===== config.mk =====
export PLATFORM = sky130hd
export DESIGN_NAME = pattern_scan_ctrl_flat
export DESIGN_NICKNAME = d
export VERILOG_FILES = /design/src/rtl/pattern_scan_if.sv /design/src/rtl/pattern_scan_ctrl.sv /design/src/flat_wrapper.sv
export SDC_FILE = /design/constraint.sdc
export NUM_CORES = 1
export LEC_CHECK = 0
export ABC_CLOCK_PERIOD_IN_PS = 1900
export CAP_MARGIN = 20
export CORE_MARGIN = 3
export CORE_UTILIZATION = 50
export CTS_CLUSTER_SIZE = 12
export DETAILED_ROUTE_END_ITERATION = 8
export DONT_BUFFER_PORTS = 1
export PLACE_DENSITY_LB_ADDON = 0.05
export SLEW_MARGIN = 10
export SYNTH_ARGS = -nofsm -noshare
export SYNTH_HDL_FRONTEND = slang
export SYNTH_SLANG_ARGS = --single-unit

===== constraint.sdc =====
create_clock -name clk -period 1.9 [get_ports clk]
set_input_delay 0.38 -clock clk [delete_from_list [all_inputs] [get_ports clk]]
set_output_delay 0.38 -clock clk [all_outputs]
set_load 0.02 [all_outputs]

===== src/rtl/pattern_scan_if.sv =====
// Job request / result bus between two requesters, the downstream result
// consumer and pattern_scan_ctrl.
interface pattern_scan_if #(
  parameter int WORD_W = 16,
  parameter int CNT_W  = 5
);
  logic [1:0]        req_valid;
  logic [WORD_W-1:0] req_data0;
  logic [WORD_W-1:0] req_data1;
  logic [1:0]        req_ovl;
  logic [1:0]        req_ready;
  logic              res_valid;
  logic              res_ready;
  logic              res_id;
  logic [CNT_W-1:0]  res_count;
  logic              res_hit;
  logic              busy;

  modport master (
    output req_valid, req_data0, req_data1, req_ovl, res_ready,
    input  req_ready, res_valid, res_id, res_count, res_hit, busy
  );

  modport slave (
    input  req_valid, req_data0, req_data1, req_ovl, res_ready,
    output req_ready, res_valid, res_id, res_count, res_hit, busy
  );
endinterface


===== src/rtl/pattern_scan_ctrl.sv =====
// Round-robin scheduler feeding one serial pattern detector from two
// requesters, returning the per-word match count on a valid/ready port.
module pattern_scan_ctrl #(
  parameter int               WORD_W  = 16,
  parameter int               PAT_W   = 5,
  parameter logic [PAT_W-1:0] PATTERN = 5'b10101,
  parameter int               CNT_W   = 5
) (
  input logic           clk,
  input logic           rst,
  pattern_scan_if.slave bus
);

  localparam int FILL_W = $clog2(PAT_W + 1);
  localparam int BIT_W  = $clog2(WORD_W);
  localparam logic [FILL_W-1:0] FILL_FULL = FILL_W'(PAT_W);
  localparam logic [BIT_W-1:0]  LAST_BIT  = BIT_W'(WORD_W - 1);

  typedef enum logic [1:0] {IDLE, SHIFT, DONE} state_e;

  state_e             state_q, state_d;
  logic               rr_q, rr_d;
  logic               id_q, id_d;
  logic               ovl_q, ovl_d;
  logic [WORD_W-1:0]  data_q, data_d;
  logic [PAT_W-1:0]   hist_q, hist_d;
  logic [FILL_W-1:0]  fill_q, fill_d;
  logic [BIT_W-1:0]   bit_q, bit_d;
  logic [CNT_W-1:0]   count_q, count_d;
  logic               hit_q, hit_d;
  logic               res_valid_q, res_valid_d;
  logic               busy_q, busy_d;

  logic               grant;
  logic               winner;
  logic [PAT_W-1:0]   hist_n;
  logic [FILL_W-1:0]  fill_n;
  logic               match;

  always_comb begin
    state_d     = state_q;
    rr_d        = rr_q;
    id_d        = id_q;
    ovl_d       = ovl_q;
    data_d      = data_q;
    hist_d      = hist_q;
    fill_d      = fill_q;
    bit_d       = bit_q;
    count_d     = count_q;
    hit_d       = hit_q;
    res_valid_d = res_valid_q;
    busy_d      = busy_q;
    grant       = 1'b0;
    winner      = 1'b0;

    // data_q shifts left each SHIFT cycle, so its MSB is always the next bit
    hist_n = {hist_q[PAT_W-2:0], data_q[WORD_W-1]};
    fill_n = (fill_q == FILL_FULL) ? fill_q : fill_q + 1'b1;
    match  = (fill_n == FILL_FULL) && (hist_n == PATTERN);

    case (state_q)
      IDLE: begin
        if (bus.req_valid != 2'b00) begin
          grant   = 1'b1;
          winner  = (bus.req_valid == 2'b11) ? rr_q : bus.req_valid[1];
          rr_d    = ~winner;
          id_d    = winner;
          data_d  = winner ? bus.req_data1 : bus.req_data0;
          ovl_d   = bus.req_ovl[winner];
          hist_d  = '0;
          fill_d  = '0;
          bit_d   = '0;
          count_d = '0;
          hit_d   = 1'b0;
          busy_d  = 1'b1;
          state_d = SHIFT;
        end
      end
      SHIFT: begin
        hist_d = hist_n;
        fill_d = fill_n;
        data_d = data_q << 1;
        bit_d  = bit_q + 1'b1;
        if (match) begin
          if (count_q != '1) count_d = count_q + 1'b1;
          // non-overlapping mode needs a full fresh window for the next hit
          if (!ovl_q) fill_d = '0;
        end
        hit_d = (count_d != '0);
        if (bit_q == LAST_BIT) begin
          res_valid_d = 1'b1;
          state_d     = DONE;
        end
      end
      DONE: begin
        if (bus.res_ready) begin
          res_valid_d = 1'b0;
          busy_d      = 1'b0;
          state_d     = IDLE;
        end
      end
      default: state_d = IDLE;
    endcase
  end

  always_ff @(posedge clk or negedge rst) begin
    if (!rst) begin
      state_q     <= IDLE;
      rr_q        <= 1'b0;
      id_q        <= 1'b0;
      ovl_q       <= 1'b0;
      data_q      <= '0;
      hist_q      <= '0;
      fill_q      <= '0;
      bit_q       <= '0;
      count_q     <= '0;
      hit_q       <= 1'b0;
      res_valid_q <= 1'b0;
      busy_q      <= 1'b0;
    end else begin
      state_q     <= state_d;
      rr_q        <= rr_d;
      id_q        <= id_d;
      ovl_q       <= ovl_d;
      data_q      <= data_d;
      hist_q      <= hist_d;
      fill_q      <= fill_d;
      bit_q       <= bit_d;
      count_q     <= count_d;
      hit_q       <= hit_d;
      res_valid_q <= res_valid_d;
      busy_q      <= busy_d;
    end
  end

  // Accept pulse coincides with the IDLE cycle that sees the request; held
  // low while reset is asserted so a parked request is never acknowledged.
  assign bus.req_ready = (grant && rst) ? (winner ? 2'b10 : 2'b01) : 2'b00;
  assign bus.res_valid = res_valid_q;
  assign bus.res_id    = id_q;
  assign bus.res_count = count_q;
  assign bus.res_hit   = hit_q;
  assign bus.busy      = busy_q;

endmodule

===== src/flat_wrapper.sv =====
// flat-port wrapper written by rule: the top's interface ports become plain ports
module pattern_scan_ctrl_flat 
#(
  parameter int               WORD_W  = 16,
  parameter int               PAT_W   = 5,
  parameter logic [PAT_W-1:0] PATTERN = 5'b10101,
  parameter int               CNT_W   = 5
)
  (clk, rst, bus_req_valid, bus_req_data0, bus_req_data1, bus_req_ovl, bus_res_ready, bus_req_ready, bus_res_valid, bus_res_id, bus_res_count, bus_res_hit, bus_busy);
  pattern_scan_if #(.WORD_W(WORD_W), .CNT_W(CNT_W)) bus_i ();
  input logic clk;
  input logic rst;
  input wire logic [$bits(bus_i.req_valid)-1:0] bus_req_valid;
  input wire logic [$bits(bus_i.req_data0)-1:0] bus_req_data0;
  input wire logic [$bits(bus_i.req_data1)-1:0] bus_req_data1;
  input wire logic [$bits(bus_i.req_ovl)-1:0] bus_req_ovl;
  input wire logic [$bits(bus_i.res_ready)-1:0] bus_res_ready;
  output wire logic [$bits(bus_i.req_ready)-1:0] bus_req_ready;
  output wire logic [$bits(bus_i.res_valid)-1:0] bus_res_valid;
  output wire logic [$bits(bus_i.res_id)-1:0] bus_res_id;
  output wire logic [$bits(bus_i.res_count)-1:0] bus_res_count;
  output wire logic [$bits(bus_i.res_hit)-1:0] bus_res_hit;
  output wire logic [$bits(bus_i.busy)-1:0] bus_busy;
  assign bus_i.req_valid = bus_req_valid;
  assign bus_i.req_data0 = bus_req_data0;
  assign bus_i.req_data1 = bus_req_data1;
  assign bus_i.req_ovl = bus_req_ovl;
  assign bus_i.res_ready = bus_res_ready;
  assign bus_req_ready = bus_i.req_ready;
  assign bus_res_valid = bus_i.res_valid;
  assign bus_res_id = bus_i.res_id;
  assign bus_res_count = bus_i.res_count;
  assign bus_res_hit = bus_i.res_hit;
  assign bus_busy = bus_i.busy;
  pattern_scan_ctrl #(.WORD_W(WORD_W), .PAT_W(PAT_W), .PATTERN(PATTERN), .CNT_W(CNT_W)) u_core (.clk(clk), .rst(rst), .bus(bus_i));
endmodule

After elaboration in Yosys (flattened, before gate mapping)
Cells that the tools add are included.

storage, ports and cells
  flip-flop bits (word level) = 40
  word-level logic and storage cells = 77

operators by class
  add/sub/neg operators = 3
  $lt $le $gt $ge = 1
  equal/unequal tests = 11
  multiplexer cells = 36
  bitwise operators = 1
  reduce and logical (&&, ||, !) cells = 13

operators by type and width
  operator             count
  $mux 16              2
  $pmux 16 s2          1
  $mux 5               4
  $pmux 4 s2           2
  $mux 3               4
  $mux 1               11
  $mux 2               5
  $pmux 5 s2           1
  $reduce_and 3->1     3
  $reduce_bool 2->1    4
  $eq 3x3->1 const B   2
  $pmux 1 s2           3
  $pmux 2 s3           1
  $pmux 3 s2           1
  $add 5x1->5 const B  1
  $eq 5x5->1 const B   1
  $ne 5x5->1 const B   1
  $reduce_bool 5->1    1
  $add 4x1->4 const B  1
  $eq 2x2->1 const B   2
  $eq 4x4->1 const B   1
  $mux 4               1
  $ne 2x1->1 const B   2
  $reduce_and 2->1     2
  other kinds (7)      8

Depth between registers and ports, before layout
  depth in word-level cells = 8
  depth in mapped cells = 7
  depth with buffers taken out = 7

Least setup slack after synthesis
Ideal clock, no wire load.

  path kind = reg2reg
  from = register u_core.fill_q[1]
  to = register u_core.hit_q (netlist: u_core.bus.res_hit)
  library setup time = 0.084 ns
  data arrival time = 1.808 ns
  required time = 1.816 ns
  slack = 0.008 ns
  stages on the path, launching flop included = 8
  cell sequence = dfrtp_1 -> inv_1 -> ha_1 -> and3b_1 -> nor4_4 -> nand3_1 -> mux2_4 -> a41oi_2

on the way
  cells in the longest elaborated chain, start to end = 8

ends and longest elaborated chain
  element                                           line                      RTL
  start: declaration                                pattern_scan_ctrl.sv:27   logic [FILL_W-1:0] fill_q, fill_d;
  start signal: assignment                          pattern_scan_ctrl.sv:127  fill_q <= fill_d;
  $add 3x1->3 / $eq 3x3->1 (equally long branches)  pattern_scan_ctrl.sv:58   fill_n = (fill_q == FILL_FULL) ? fill_q : fill_q + 1'b1;
  $mux 3 (*)                                        pattern_scan_ctrl.sv:58
  $eq 3x3->1 (*)                                    pattern_scan_ctrl.sv:59   match = (fill_n == FILL_FULL) && (hist_n == PATTERN);
  $logic_and 1x1->1 (*)                             pattern_scan_ctrl.sv:59
  $mux 5 (*)                                        pattern_scan_ctrl.sv:84   if (match) begin
  $mux 5 (*)                                        pattern_scan_ctrl.sv:61   case (state_q)
  $reduce_bool 5->1 (*)                             pattern_scan_ctrl.sv:89   hit_d = (count_d != '0);
  $pmux 1 s2 (*)                                    pattern_scan_ctrl.sv:61
  end signal: assignment                            pattern_scan_ctrl.sv:130  hit_q <= hit_d;
  end: declaration                                  pattern_scan_ctrl.sv:30   logic hit_q, hit_d;

Every way passes the cells marked *; elsewhere a longest branch is shown, timed or not. The select of a mux whose other input is x is not followed.
A chain may end at the register's enable or synchronous reset.

Final worst setup path
  from = register u_core.fill_q[0]
  to = register u_core.hit_q (netlist: u_core.bus.res_hit)

The elaborated chain is that of the path after synthesis.

==> run metrics <==
status completed; RSZ-0062 raised after global routing true; Max VDD drop 751.8 uV; critical-path cell list ha_2, and3b_2, nor4_4, nand3_1, mux2_4, a41oi_2; number of antenna diodes 0; gr ovfl total 0; Layout Cells excl Fill 271; Final Critical Period 1.859 ns; worst slack, placed -0.06946 ns; vias in the first global route 1,567; cts bufs inserted 5; DR WL/cell between 15 and 20 um; Final nets between 200 and 300; Post-Syn Nets roughly 260; io pins 50; PwrDens 1560 nW/um^2; FMAX 0.5380 GHz; clk root buf clkbuf_8; switching pwr 1463 uW; largest family of logic cells by synthesized area compound AO/OA/AOI/OAI gates; sequential share of the synthesized area 48.60%; clock power share 15.6%; Hold WC Path Type primary input to flip-flop; antenna-violating nets left 0; Design Power 3631 uW; Leakage between 0.001 and 0.0015 uW; Clock Skews 0.005968 ns; Worst-path clk slew approximately 0.07 ns; Final Hold Viols 0; compound-cell area share of the yosys netlist between 10% and 20%; layout cells sized above 1 between 10% and 20%; pins over their slew limit 0; clock sinks 40; largest net degree at the start of global routing slightly above 40; Rows 22; endpoint class of the critical path flip-flop; Max Cap Violations 0; synth unique cells 34; Internal 2169 uW; initial antenna violation count 0; Clock Latency Late Sink slightly below 0.3 ns; final core utilization between 60% and 70%; worst-path maximum fanout 4; Layout area overhead 13.00%; CP peak stage delay 0.44 ns; sequential power share between 40% and 50%; clock tree from TritonCTS built; worst endpoint required time around 2.1 ns; Synth Area per Inst just under 10 um^2; cell family with most CP delay simple AND/OR/NAND/NOR gates; DR vias/cell between 6 and 7; setup TNS 0 ns; CP Launch Type flip-flop; Critical path buffers and inverters 0; Post-CTS Setup Bufs 0; Final Cycle Share 97.84%; DP HPWL roughly 3.0 mm; mux cell area share after synthesis between 10% and 20%; # setup viols final 0; core area roughly 3800 um^2; Cell Area, Synth 2059 um^2; critical path arrival about 2.1 ns; Yosys Warn Count 0; Via Count 1,661; Setup WS post-layout ~0.041 ns; GP Congestion between 0.7 and 0.8; Synth Register Bits 40; width of the die roughly 70 um; pin slew with the least headroom to its limit about 0.64 ns; post-synthesis simple-gate area fraction approximately 15%; Synth Area in Adders under 10%; Syn Inst Count ~210; placed instance count between 200 and 300; DRT iter0 DRCs around 100; maximum buffer depth of the clock tree 2; die footprint 4925 um^2; Slew headroom between 50% and 60%; Tot GR Track Use between 10% and 20%; first-pass GRT wire length between 7 and 8 mm; drt drc 0; sw frac about 40%; worst setup path category flip-flop to flip-flop; IO buf count 0; H-tree lvl count 2; most frequent cells in the layout 39 x dfrtp_1, 34 x o21ai_0, 28 x nand2_1; CP max stage cell dfrtp_1; Comb pwr share between 40% and 50%; Synth Area in XOR/XNOR 0%; router iterations before antenna repair 4; Routed Wire Length approximately 4.3 mm; Die H about 70 um; Initial Util 53.83%; commonest non-fill, non-tap cell in the layout dfrtp_1
## area by class of cell
class	count	area (um^2)
Timing Repair Buffer	14	120.1
Tap cell	48	60.06
Multi-Input combinational cell	157	1040
Inverter	4	15.01
Sequential cell	40	1002
Clock buffer	8	90.09
Fill cell	336	1499
## per-stage QoR
stage | instance area, um^2 | hold WS [ns]
floorplan | 2059 | 0.08441
global placement | 2173 | 0.08534
detailed placement | 2173 | 0.08560
CTS | 2296 | 0.1825
global route | 2327 | 0.1813
finish | 2327 | 0.1928
## metal layers
metal | up-vias | global-route usage [%] | part of all wire [%]
met4 | 0 | 5.957 | 0.62
met3 | 4 | 5.612 | 6.6
met1 | 810 | 25.85 | 45
met5 | - | 0 | 0
met2 | 50 | 27.81 | 48
li1 | 797 | - | -
## worst paths after layout
| check | startpoint | to | slack, ns | depth (start not counted) |
|---|---|---|---|---|
| worst max-delay path | u_core.fill_q[0] | u_core.bus.res_hit | 0.04 | 6 |
| worst min-delay path | bus_req_valid[1] | u_core.rr_q | 0.19 | 1 |
| worst max register to register | u_core.fill_q[0] | u_core.bus.res_hit | 0.04 | 6 |
| worst min register to register | u_core.bit_q[3] | u_core.bit_q[3] | 0.49 | 1 |
| max in group asynchronous | rst | u_core.state_q[0] | 1.14 | 2 |
| min in group asynchronous | rst | u_core.bus.res_count[0] | 0.55 | 2 |
## repair_timing
action | in CTS | in global routing
hold buffers | 2 | 0
pin swaps | 1 | 0
gates cloned | 0 | 0
endpoints found under the hold margin | 40 | 0
setup endpoints to repair | 3 | 6
gates resized for setup | 1 | 9
## state kept, by name (all words and copies together), names as in the netlist
name,count
u_core.data_q,16
u_core.bus.res_count,5
u_core.bit_q,4
u_core.hist_q,4
u_core.fill_q,3
u_core.state_q,2
u_core.bus.busy,1
u_core.bus.res_hit,1
u_core.bus.res_id,1
u_core.bus.res_valid,1
u_core.ovl_q,1
u_core.rr_q,1
## power by group through the flow
stage / clock network (uW) / registers (uW) / logic [uW]
2_1_floorplan: 0 / 1450 / 1090
4_1_cts: 596 / 1500 / 1490
6_report: 568 / 1510 / 1550
3_3_place_gp: 0 / 1490 / 1390
3_5_place_dp: 0 / 1510 / 1460
5_1_grt: 633 / 1560 / 1770
## synth_stat cells
cell / instances / area share [%]
nand3_1: 6 / 1.5
and4b_1: 1 / 0.49
a31o_2: 1 / 0.43
mux2_4: 1 / 0.73
buf_1: 1 / 0.18
a41oi_2: 1 / 0.79
mux2i_1: 21 / 10
buf_2: 1 / 0.24
nor2_1: 11 / 2.0
inv_1: 4 / 0.73
nand4b_1: 1 / 0.43
nor2b_1: 1 / 0.30
nor3_1: 2 / 0.49
or2_2: 1 / 0.30
o31ai_1: 2 / 0.73
nand2b_1: 1 / 0.30
and3_1: 4 / 1.2
dfrtp_1: 40 / 49
a31oi_1: 3 / 0.91
nand2_1: 28 / 5.1
o221ai_1: 1 / 0.43
ha_1: 4 / 2.4
o22ai_1: 1 / 0.30
o21ai_1: 2 / 0.49
o21a_1: 2 / 0.73
nor4_4: 1 / 1.0
a22oi_1: 15 / 5.5
nand4_1: 4 / 1.2
nand3b_1: 1 / 0.36
nor3b_1: 1 / 0.36
a21oi_1: 4 / 0.97
clkbuf_1: 9 / 1.6
o21ai_0: 35 / 8.5
and3b_1: 1 / 0.43
## kinds of logic after synthesis
| group | after synthesis |
|---|---|
| AOI/OAI and AO/OA | 67 |
| adders and majority gates | 4 |
| buffers and inverters | 15 |
| DFF | 40 |
| muxes | 22 |
| and+or+nand+nor | 64 |
(Power assumes the default switching activity.)
